### config.mk
export PLATFORM = sky130hd
export DESIGN_NAME = fll_channel_scheduler
export DESIGN_NICKNAME = d
export VERILOG_FILES = /design/src/rtl/fll_channel_scheduler_pkg.sv /design/src/rtl/fll_channel_scheduler_req_fifo.sv /design/src/rtl/fll_channel_scheduler.sv
export SDC_FILE = /design/constraint.sdc
export NUM_CORES = 1
export LEC_CHECK = 0
export BUFFER_PORTS_ARGS = -buffer_cell sky130_fd_sc_hd__buf_2
export CORE_ASPECT_RATIO = 0.5
export CORE_MARGIN = 1.5
export CORE_UTILIZATION = 39
export CTS_CLUSTER_DIAMETER = 30
export DETAILED_ROUTE_END_ITERATION = 7
export GPL_ROUTABILITY_DRIVEN = 0
export HOLD_SLACK_MARGIN = 0.06
export PLACE_DENSITY_LB_ADDON = 0.25
export SYNTH_ARGS = -nofsm -noshare
export SYNTH_HDL_FRONTEND = slang
export SYNTH_SLANG_ARGS = --single-unit
export TNS_END_PERCENT = 1
### constraint.sdc
create_clock -name clk -period 12.3 [get_ports clk]
set_clock_uncertainty 0.15 [all_clocks]
set_input_delay 2.46 -clock clk [delete_from_list [all_inputs] [get_ports clk]]
set_output_delay 2.46 -clock clk [all_outputs]
set_load 0.01 [all_outputs]
### src/rtl/fll_channel_scheduler_pkg.sv
// Shared constants and types for the FLL channel scheduler.
//   NUM_CHANNELS   tracked channels
//   CHAN_W         channel tag width
//   ACC_W/IQ_W     prompt accumulation / magnitude widths
//   WDF_W/WDFDOT_W Doppler shift / rate widths
//   DINC_W         carrier NCO phase increment width
//   TIMEOUT_CYCLES longest wait for an FLL answer before aborting
package fll_channel_scheduler_pkg;

  localparam int NUM_CHANNELS   = 4;
  localparam int CHAN_W         = $clog2(NUM_CHANNELS);
  localparam int ACC_W          = 16;
  localparam int IQ_W           = 17;
  localparam int WDF_W          = 20;
  localparam int WDFDOT_W       = 16;
  localparam int DINC_W         = 24;
  localparam int TIMEOUT_CYCLES = 1024;
  localparam int TMR_W          = $clog2(TIMEOUT_CYCLES);

  typedef enum logic [1:0] {
    ST_IDLE      = 2'd0,
    ST_DISPATCH  = 2'd1,
    ST_WAIT      = 2'd2,
    ST_WRITEBACK = 2'd3
  } sched_state_t;

endpackage

### src/rtl/fll_channel_scheduler_req_fifo.sv
// Request FIFO of channel tags awaiting dispatch to the FLL.
//   clk, reset          clock, synchronous active-high reset
//   push, push_tag      append a tag (ignored when full)
//   pop                 drop the head entry (ignored when empty)
//   inv, inv_tag        clear the valid bit of every entry holding inv_tag
//   empty               no entries stored
//   head_tag/head_valid oldest entry and whether it is still live
module fll_channel_scheduler_req_fifo
  import fll_channel_scheduler_pkg::*;
(
  input  logic              clk,
  input  logic              reset,
  input  logic              push,
  input  logic [CHAN_W-1:0] push_tag,
  input  logic              pop,
  input  logic              inv,
  input  logic [CHAN_W-1:0] inv_tag,
  output logic              empty,
  output logic [CHAN_W-1:0] head_tag,
  output logic              head_valid
);

  logic [CHAN_W-1:0]       tag_q [NUM_CHANNELS];
  logic [NUM_CHANNELS-1:0] vld_q;
  logic [CHAN_W-1:0]       wr_ptr;
  logic [CHAN_W-1:0]       rd_ptr;
  logic [CHAN_W:0]         count;
  logic                    do_push;
  logic                    do_pop;

  function automatic logic [CHAN_W-1:0] ptr_inc(input logic [CHAN_W-1:0] p);
    return (p == CHAN_W'(NUM_CHANNELS - 1)) ? '0 : p + CHAN_W'(1);
  endfunction

  assign empty      = (count == '0);
  assign do_push    = push && (count != (CHAN_W + 1)'(NUM_CHANNELS));
  assign do_pop     = pop && !empty;
  assign head_tag   = tag_q[rd_ptr];
  assign head_valid = vld_q[rd_ptr];

  always_ff @(posedge clk) begin
    if (reset) begin
      for (int i = 0; i < NUM_CHANNELS; i++) tag_q[i] <= '0;
      vld_q  <= '0;
      wr_ptr <= '0;
      rd_ptr <= '0;
      count  <= '0;
    end else begin
      // A seeded channel's queued request is stale; keep the slot so the
      // scheduler can drain it in order.
      if (inv) begin
        for (int i = 0; i < NUM_CHANNELS; i++) begin
          if (tag_q[i] == inv_tag) vld_q[i] <= 1'b0;
        end
      end
      if (do_pop) begin
        vld_q[rd_ptr] <= 1'b0;
        rd_ptr        <= ptr_inc(rd_ptr);
      end
      if (do_push) begin
        tag_q[wr_ptr] <= push_tag;
        vld_q[wr_ptr] <= 1'b1;
        wr_ptr        <= ptr_inc(wr_ptr);
      end
      case ({do_push, do_pop})
        2'b10:   count <= count + (CHAN_W + 1)'(1);
        2'b01:   count <= count - (CHAN_W + 1)'(1);
        default: count <= count;
      endcase
    end
  end

endmodule

### src/rtl/fll_channel_scheduler.sv
// Host side of the FLL channel-control interface. Keeps per-channel prompt
// history (periods k and k-1) and Doppler state, queues channels holding two
// samples, dispatches them one at a time to the FLL, writes the returned
// Doppler/rate back and forwards the phase increment to the carrier NCO.
//   clk, reset                    clock, synchronous active-high reset
//   acc_valid/tag/i/q/iq          accumulation dump for one channel
//   seed_valid/tag/wdf            (re)initialise a channel from acquisition
//   fll_start/tag + fll_*         one-cycle dispatch pulse and held snapshot
//   fll_done/done_tag + results   FLL answer (dinc, wdf_kp1, wdfdot_kp1)
//   dop_valid/tag/inc             one-cycle update to the carrier NCO
//   overrun                       sticky: dump for an already-queued channel
//   timeout_err                   sticky: FLL did not answer in time
//
// state        | meaning
// -------------+--------------------------------------------------------
// ST_IDLE      | drain invalid FIFO heads, start a dispatch on a live head
// ST_DISPATCH  | fll_start high, snapshot stable, pop head, clear pending
// ST_WAIT      | wait for fll_done with our tag, count down to timeout
// ST_WRITEBACK | store wdf/wdfdot, pulse dop_valid unless channel reseeded
module fll_channel_scheduler
  import fll_channel_scheduler_pkg::*;
(
  input  logic                clk,
  input  logic                reset,
  input  logic                acc_valid,
  input  logic [CHAN_W-1:0]   acc_tag,
  input  logic [ACC_W-1:0]    acc_i,
  input  logic [ACC_W-1:0]    acc_q,
  input  logic [IQ_W-1:0]     acc_iq,
  input  logic                seed_valid,
  input  logic [CHAN_W-1:0]   seed_tag,
  input  logic [WDF_W-1:0]    seed_wdf,
  output logic                fll_start,
  output logic [CHAN_W-1:0]   fll_tag,
  output logic [ACC_W-1:0]    fll_i_k,
  output logic [ACC_W-1:0]    fll_q_k,
  output logic [ACC_W-1:0]    fll_i_km1,
  output logic [ACC_W-1:0]    fll_q_km1,
  output logic [IQ_W-1:0]     fll_iq_k,
  output logic [IQ_W-1:0]     fll_iq_km1,
  output logic [WDF_W-1:0]    fll_wdf_k,
  output logic [WDFDOT_W-1:0] fll_wdfdot_k,
  input  logic                fll_done,
  input  logic [CHAN_W-1:0]   fll_done_tag,
  input  logic [DINC_W-1:0]   fll_dinc,
  input  logic [WDF_W-1:0]    fll_wdf_kp1,
  input  logic [WDFDOT_W-1:0] fll_wdfdot_kp1,
  output logic                dop_valid,
  output logic [CHAN_W-1:0]   dop_tag,
  output logic [DINC_W-1:0]   dop_inc,
  output logic                overrun,
  output logic                timeout_err
);

  logic [ACC_W-1:0]        i_k_q    [NUM_CHANNELS];
  logic [ACC_W-1:0]        q_k_q    [NUM_CHANNELS];
  logic [ACC_W-1:0]        i_km1_q  [NUM_CHANNELS];
  logic [ACC_W-1:0]        q_km1_q  [NUM_CHANNELS];
  logic [IQ_W-1:0]         iq_k_q   [NUM_CHANNELS];
  logic [IQ_W-1:0]         iq_km1_q [NUM_CHANNELS];
  logic [WDF_W-1:0]        wdf_q    [NUM_CHANNELS];
  logic [WDFDOT_W-1:0]     wdfdot_q [NUM_CHANNELS];
  // hist_cnt saturates at 1: "one sample seen", the next dump completes a pair.
  logic [NUM_CHANNELS-1:0] hist_seen_q;
  logic [NUM_CHANNELS-1:0] pending_q;

  sched_state_t        st_q, st_d;
  logic [TMR_W-1:0]    tmr_q;
  logic                seed_hit_q;
  logic [WDF_W-1:0]    res_wdf_q;
  logic [WDFDOT_W-1:0] res_wdfdot_q;

  logic              fifo_empty;
  logic [CHAN_W-1:0] head_tag;
  logic              head_valid;
  logic              fifo_pop;
  logic              snap_load;
  logic              timeout_set;
  logic              wb_commit;

  logic acc_take, acc_pending, acc_push, acc_overrun;
  logic head_live, fwd, done_match, seed_hits_flight, wb_block;

  // Seed wins over a same-cycle dump for the same channel.
  assign acc_take    = acc_valid && !(seed_valid && (seed_tag == acc_tag));
  // The channel being dispatched this cycle is no longer pending, so a dump
  // arriving now queues a fresh request instead of counting as an overrun.
  assign acc_pending = pending_q[acc_tag] &&
                       !((st_q == ST_DISPATCH) && (fll_tag == acc_tag));
  assign acc_push    = acc_take && hist_seen_q[acc_tag] && !acc_pending;
  assign acc_overrun = acc_take && hist_seen_q[acc_tag] && acc_pending;

  // A head being invalidated this cycle is left for the drain path next cycle.
  assign head_live        = head_valid && !(seed_valid && (seed_tag == head_tag));
  // Snapshot is captured on the IDLE->DISPATCH edge; forward a dump that
  // lands in that same cycle so the FLL sees the latest sample.
  assign fwd              = acc_take && (acc_tag == head_tag);
  assign done_match       = fll_done && (fll_done_tag == fll_tag);
  assign seed_hits_flight = seed_valid && (seed_tag == fll_tag);
  assign wb_block         = seed_hit_q || seed_hits_flight;
  assign dop_tag          = fll_tag;

  fll_channel_scheduler_req_fifo u_req_fifo (
    .clk        (clk),
    .reset      (reset),
    .push       (acc_push),
    .push_tag   (acc_tag),
    .pop        (fifo_pop),
    .inv        (seed_valid),
    .inv_tag    (seed_tag),
    .empty      (fifo_empty),
    .head_tag   (head_tag),
    .head_valid (head_valid)
  );

  always_comb begin
    st_d        = st_q;
    fifo_pop    = 1'b0;
    snap_load   = 1'b0;
    fll_start   = 1'b0;
    timeout_set = 1'b0;
    wb_commit   = 1'b0;
    dop_valid   = 1'b0;
    case (st_q)
      ST_IDLE: begin
        if (!fifo_empty) begin
          if (head_live) begin
            snap_load = 1'b1;
            st_d      = ST_DISPATCH;
          end else if (!head_valid) begin
            fifo_pop = 1'b1;
          end
        end
      end
      ST_DISPATCH: begin
        fll_start = 1'b1;
        fifo_pop  = 1'b1;
        st_d      = ST_WAIT;
      end
      ST_WAIT: begin
        if (done_match) begin
          st_d = ST_WRITEBACK;
        end else if (tmr_q == '0) begin
          timeout_set = 1'b1;
          st_d        = ST_IDLE;
        end
      end
      ST_WRITEBACK: begin
        wb_commit = !wb_block;
        dop_valid = !wb_block;
        st_d      = ST_IDLE;
      end
      default: st_d = ST_IDLE;
    endcase
  end

  always_ff @(posedge clk) begin
    if (reset) begin
      for (int c = 0; c < NUM_CHANNELS; c++) begin
        i_k_q[c]    <= '0;
        q_k_q[c]    <= '0;
        i_km1_q[c]  <= '0;
        q_km1_q[c]  <= '0;
        iq_k_q[c]   <= '0;
        iq_km1_q[c] <= '0;
        wdf_q[c]    <= '0;
        wdfdot_q[c] <= '0;
      end
      hist_seen_q <= '0;
      pending_q   <= '0;
    end else begin
      if (acc_take) begin
        i_km1_q[acc_tag]  <= i_k_q[acc_tag];
        q_km1_q[acc_tag]  <= q_k_q[acc_tag];
        iq_km1_q[acc_tag] <= iq_k_q[acc_tag];
        i_k_q[acc_tag]    <= acc_i;
        q_k_q[acc_tag]    <= acc_q;
        iq_k_q[acc_tag]   <= acc_iq;
        hist_seen_q[acc_tag] <= 1'b1;
      end
      if (st_q == ST_DISPATCH) pending_q[fll_tag] <= 1'b0;
      if (acc_push) pending_q[acc_tag] <= 1'b1;
      if (wb_commit) begin
        wdf_q[fll_tag]    <= res_wdf_q;
        wdfdot_q[fll_tag] <= res_wdfdot_q;
      end
      if (seed_valid) begin
        hist_seen_q[seed_tag] <= 1'b0;
        pending_q[seed_tag]   <= 1'b0;
        wdf_q[seed_tag]       <= seed_wdf;
        wdfdot_q[seed_tag]    <= '0;
      end
    end
  end

  always_ff @(posedge clk) begin
    if (reset) begin
      st_q         <= ST_IDLE;
      tmr_q        <= '0;
      seed_hit_q   <= 1'b0;
      res_wdf_q    <= '0;
      res_wdfdot_q <= '0;
      fll_tag      <= '0;
      fll_i_k      <= '0;
      fll_q_k      <= '0;
      fll_i_km1    <= '0;
      fll_q_km1    <= '0;
      fll_iq_k     <= '0;
      fll_iq_km1   <= '0;
      fll_wdf_k    <= '0;
      fll_wdfdot_k <= '0;
      dop_inc      <= '0;
      overrun      <= 1'b0;
      timeout_err  <= 1'b0;
    end else begin
      st_q <= st_d;

      if (snap_load) begin
        fll_tag      <= head_tag;
        fll_i_k      <= fwd ? acc_i  : i_k_q[head_tag];
        fll_q_k      <= fwd ? acc_q  : q_k_q[head_tag];
        fll_iq_k     <= fwd ? acc_iq : iq_k_q[head_tag];
        fll_i_km1    <= fwd ? i_k_q[head_tag]  : i_km1_q[head_tag];
        fll_q_km1    <= fwd ? q_k_q[head_tag]  : q_km1_q[head_tag];
        fll_iq_km1   <= fwd ? iq_k_q[head_tag] : iq_km1_q[head_tag];
        fll_wdf_k    <= wdf_q[head_tag];
        fll_wdfdot_k <= wdfdot_q[head_tag];
      end

      // A reseed after the snapshot makes the in-flight result stale.
      if (snap_load) begin
        seed_hit_q <= 1'b0;
      end else if (((st_q == ST_DISPATCH) || (st_q == ST_WAIT)) && seed_hits_flight) begin
        seed_hit_q <= 1'b1;
      end

      if (st_q == ST_DISPATCH) begin
        tmr_q <= TMR_W'(TIMEOUT_CYCLES - 1);
      end else if ((st_q == ST_WAIT) && (tmr_q != '0)) begin
        tmr_q <= tmr_q - TMR_W'(1);
      end

      if ((st_q == ST_WAIT) && done_match) begin
        dop_inc      <= fll_dinc;
        res_wdf_q    <= fll_wdf_kp1;
        res_wdfdot_q <= fll_wdfdot_kp1;
      end

      if (acc_overrun) overrun <= 1'b1;
      if (timeout_set) timeout_err <= 1'b1;
    end
  end

endmodule

==> flow_summary.yaml <==
run_status:
  status: "complete, no violations"
worst_hold_path:
  min_path_type: "flip-flop to flip-flop"
  hp-start: "fll_wdfdot_k[6]$_SDFFE_PP0P_"
  hold-path-cell-count: 2
  worstHoldEndpoint: "fll_wdfdot_k[6]$_SDFFE_PP0P_"
clocking:
  insertion_delay_ns: 0.73
  cts_buffers: 131
  clk_pin_slew_worst_paths_ns: 0.04
  clockBufferDepth: 3
  cts-root-buf: "clkbuf_16"
  holdBufCountCts: 0
  htree_levels: 4
  cts_tree: "built"
  post_cts_buffers: 0
  cts_resized: 0
  cts_num_sinks: 776
synth:
  yosys_register_bits: 776
  synth.most_common_cell: "edfxtp_1"
  synth-seq-area-share_pct: 57.8
  synth_largest_area_cell: "edfxtp_1"
  synthArstFlopShare_pct: 0
  synth_commonest_cells: "480 x edfxtp_1, 395 x mux2i_1, 325 x nand2_1"
  syn_area_um2: 35200
  syn_nets: 3107
  syn_avg_cell_area_um2: 11.9
  yosysTopAreaCellShare_pct: 41.0
  yosysWarnings: 0
  synth_edf_count: 480
  yosys-top-cells-area: "edfxtp_1 41%, dfxtp_1 17%, mux2i_1 11%"
  syn-instance-count: 2950
  ys_dominant_reg_cell: "edfxtp_1"
  synth_cell_types: 57
detailed_routing:
  post_drt_wl_per_cell_um: 21.5
  drc: 0
  vias_per_cell: 5.39
  first_iter_violations: 1569
  first_pass_iters: 5
  ant_nets: 0
  wl_mm: 96.8
  vias: 24200
finish:
  drive_gt1_share_pct: 21.3
  syn_to_final_growth_pct: 19.9
  fillers: 8048
  fin_nets: 3353
  design_area_um2: 42200
timing:
  setup_viol: 0
  finalMaxSlewViolations: 0
  hold_viol_final: 0
  slew_headroom_pct: 22.1
  fin_crit_sh_pct: 55.2
  max_freq_mhz: 147
  setup_total_negative_slack_ns: 0
  rsz0062_at_grt: "no"
  worstMarginPinSlew_ns: 1.17
  finalCriticalPeriod_ns: 6.79
pwr:
  p_clk_share_pct: 46.4
  power_frac_comb_pct: 16.4
  powerDensity_nw_per_um2: 191
  power.leakage_uw: 0.0172
  p_seq_share_pct: 37.2
  p_sw_uw: 2210
  p_sw_share_pct: 27.5
  internal-power_uw: 5830
  ir_worst_vdd_mv: 0.125
critical_path:
  arrival_ns: 4.18
  cp-end-kind: "output port"
  max_stage_delay_ns: 0.55
  startpoint_type: "primary input"
  reg2reg_slack_ns: 7.97
  cp_slowest_cell: "a311o_1"
  rr_worst_depth: 7
  critPathKind: "primary input to output port"
  critPathMostFrequentCell: "buf_2"
  path_cells: "buf_2, xnor2_1, a311o_1, inv_1, buf_4, buf_2"
  cp_data_required_time_ns: 9.69
  r2r-end: "fll_q_km1[3]$_SDFFE_PP0P_"
  critPathMaxFanout: 23
floorplanning:
  die_h_um: 215
  die-area_um2: 92100
  num_rows: 77
  die_x_um: 428
  initial_core_util_pct: 39.6
  core_um2: 88800
  ios: 306
placement:
  place_area_um2: 37600
  dp.final_hpwl_mm: 54.5
  io_buffers: 305
grt:
  grt-ovfl-total: 0
  grtUsageTotal_pct: 21.0
  antenna_found_initial: 8
  grt_max_degree: 101
  grt_pass1_wl_mm: 149
  grt_pass1_vias: 24700
flow_run:
  drv_cap: 0
[power by group through the flow]
| stage | Sequential [uW] | Combinational (uW) | Clock, uW |
|---|---|---|---|
| floorplan | 3040 | 977 | 0 |
| global placement | 3030 | 1320 | 0 |
| detailed placement | 3040 | 1340 | 0 |
| CTS | 2990 | 1340 | 3800 |
| global route | 3000 | 1430 | 3920 |
| finish | 2990 | 1320 | 3730 |
[worst max path at each step]
stage | startpoint | endpoint | slack (ns) | cells after the start
after floorplan | acc_tag[0] | i_k_q[3][0]$_DFFE_PP_ | 1.15 | 5
after global placement | seed_tag[1] | dop_valid | 5.56 | 6
after detailed placement | seed_tag[1] | dop_valid | 5.52 | 6
after CTS | seed_tag[1] | dop_valid | 5.52 | 6
after global routing | seed_tag[1] | dop_valid | 5.39 | 6
final | seed_tag[1] | dop_valid | 5.51 | 6
[registers in the layout (all words and copies together) (netlist names), 17 cells and up, named ones only]
register,flops
i_k_q,64
i_km1_q,64
fll_iq_k,17
fll_wdf_k,20
wdfdot_q,64
dop_inc,24
iq_k_q,68
iq_km1_q,68
q_km1_q,64
q_k_q,64
wdf_q,80
res_wdf_q,20
fll_iq_km1,17
[area by class of cell]
cell class	count	area, um2	area share (%)
sequential	776	20300	48.2
inverter	48	186	0.442
timing repair buffer	357	1940	4.60
clock inverter	85	915	2.17
antenna	1	2.50	0.00594
clock buffer	158	3610	8.56
multi-input combinational	1882	13700	32.5
tap	1185	1480	3.52
[placed cells by master (no fill, tap or decap), drive strengths merged, types with 5 or more instances in the layout]
| master | count |
|---|---|
| edfxtp | 480 |
| mux2i | 395 |
| buf | 357 |
| nand2 | 325 |
| dfxtp | 296 |
| a21oi | 284 |
| clkbuf | 158 |
| and3 | 144 |
| and2 | 141 |
| nor2 | 132 |
| o21ai | 109 |
| mux4 | 90 |
| inv | 72 |
| a22o | 60 |
| nand3 | 40 |
| clkinv | 33 |
| xor2 | 21 |
| a22oi | 18 |
| nand3b | 17 |
| ha | 16 |
| clkinvlp | 16 |
| nor3 | 16 |
| bufinv | 12 |
| or3 | 9 |
| xnor2 | 8 |
| nand2b | 7 |
| o311ai | 7 |
| a31oi | 5 |
[kinds of logic after synthesis]
family                   count (synthesis)  synth area share, %
adder cells (fa/ha/maj)                 17                0.626
AO/OA/AOI/OAI                          503                 8.20
multiplexers                           485                 17.0
XOR/XNOR                                29                0.722
buffers and inverters                  292                 3.71
flip-flops                             776                 57.8
AND/OR/NAND/NOR                        848                 11.9
[stage by stage]
step / utilization, % / std cells / hold slack [ns] / total power, uW / setup WS, ns
6_report: 47.5 / 4492 / 0.297 / 8040 / 5.51
3_3_place_gp: 42.4 / 4248 / 0.289 / 4360 / 5.56
5_1_grt: 47.5 / 4492 / 0.311 / 8350 / 5.39
2_1_floorplan: - / 2950 / 0.283 / 4020 / 1.15
4_1_cts: 47.5 / 4491 / 0.300 / 8130 / 5.52
3_5_place_dp: 42.4 / 4248 / 0.294 / 4380 / 5.52
[routing by layer]
metal,routed length (um),vias to the layer above,track usage [%]
li1,-,11300,-
met1,42300,12200,27.2
met2,48000,588,35.5
met3,4580,139,3.56
met4,1890,8,6.83
met5,46,-,0
[worst max-delay path: cells and delay by family]
| family | cells | cell delay (ns) |
|---|---|---|
| XOR/XNOR | 1 | 0.15 |
| buffers and inverters | 4 | 1.00 |
| AO/OA/AOI/OAI | 1 | 0.55 |
Note: power is estimated with default switching activity, not from simulation.
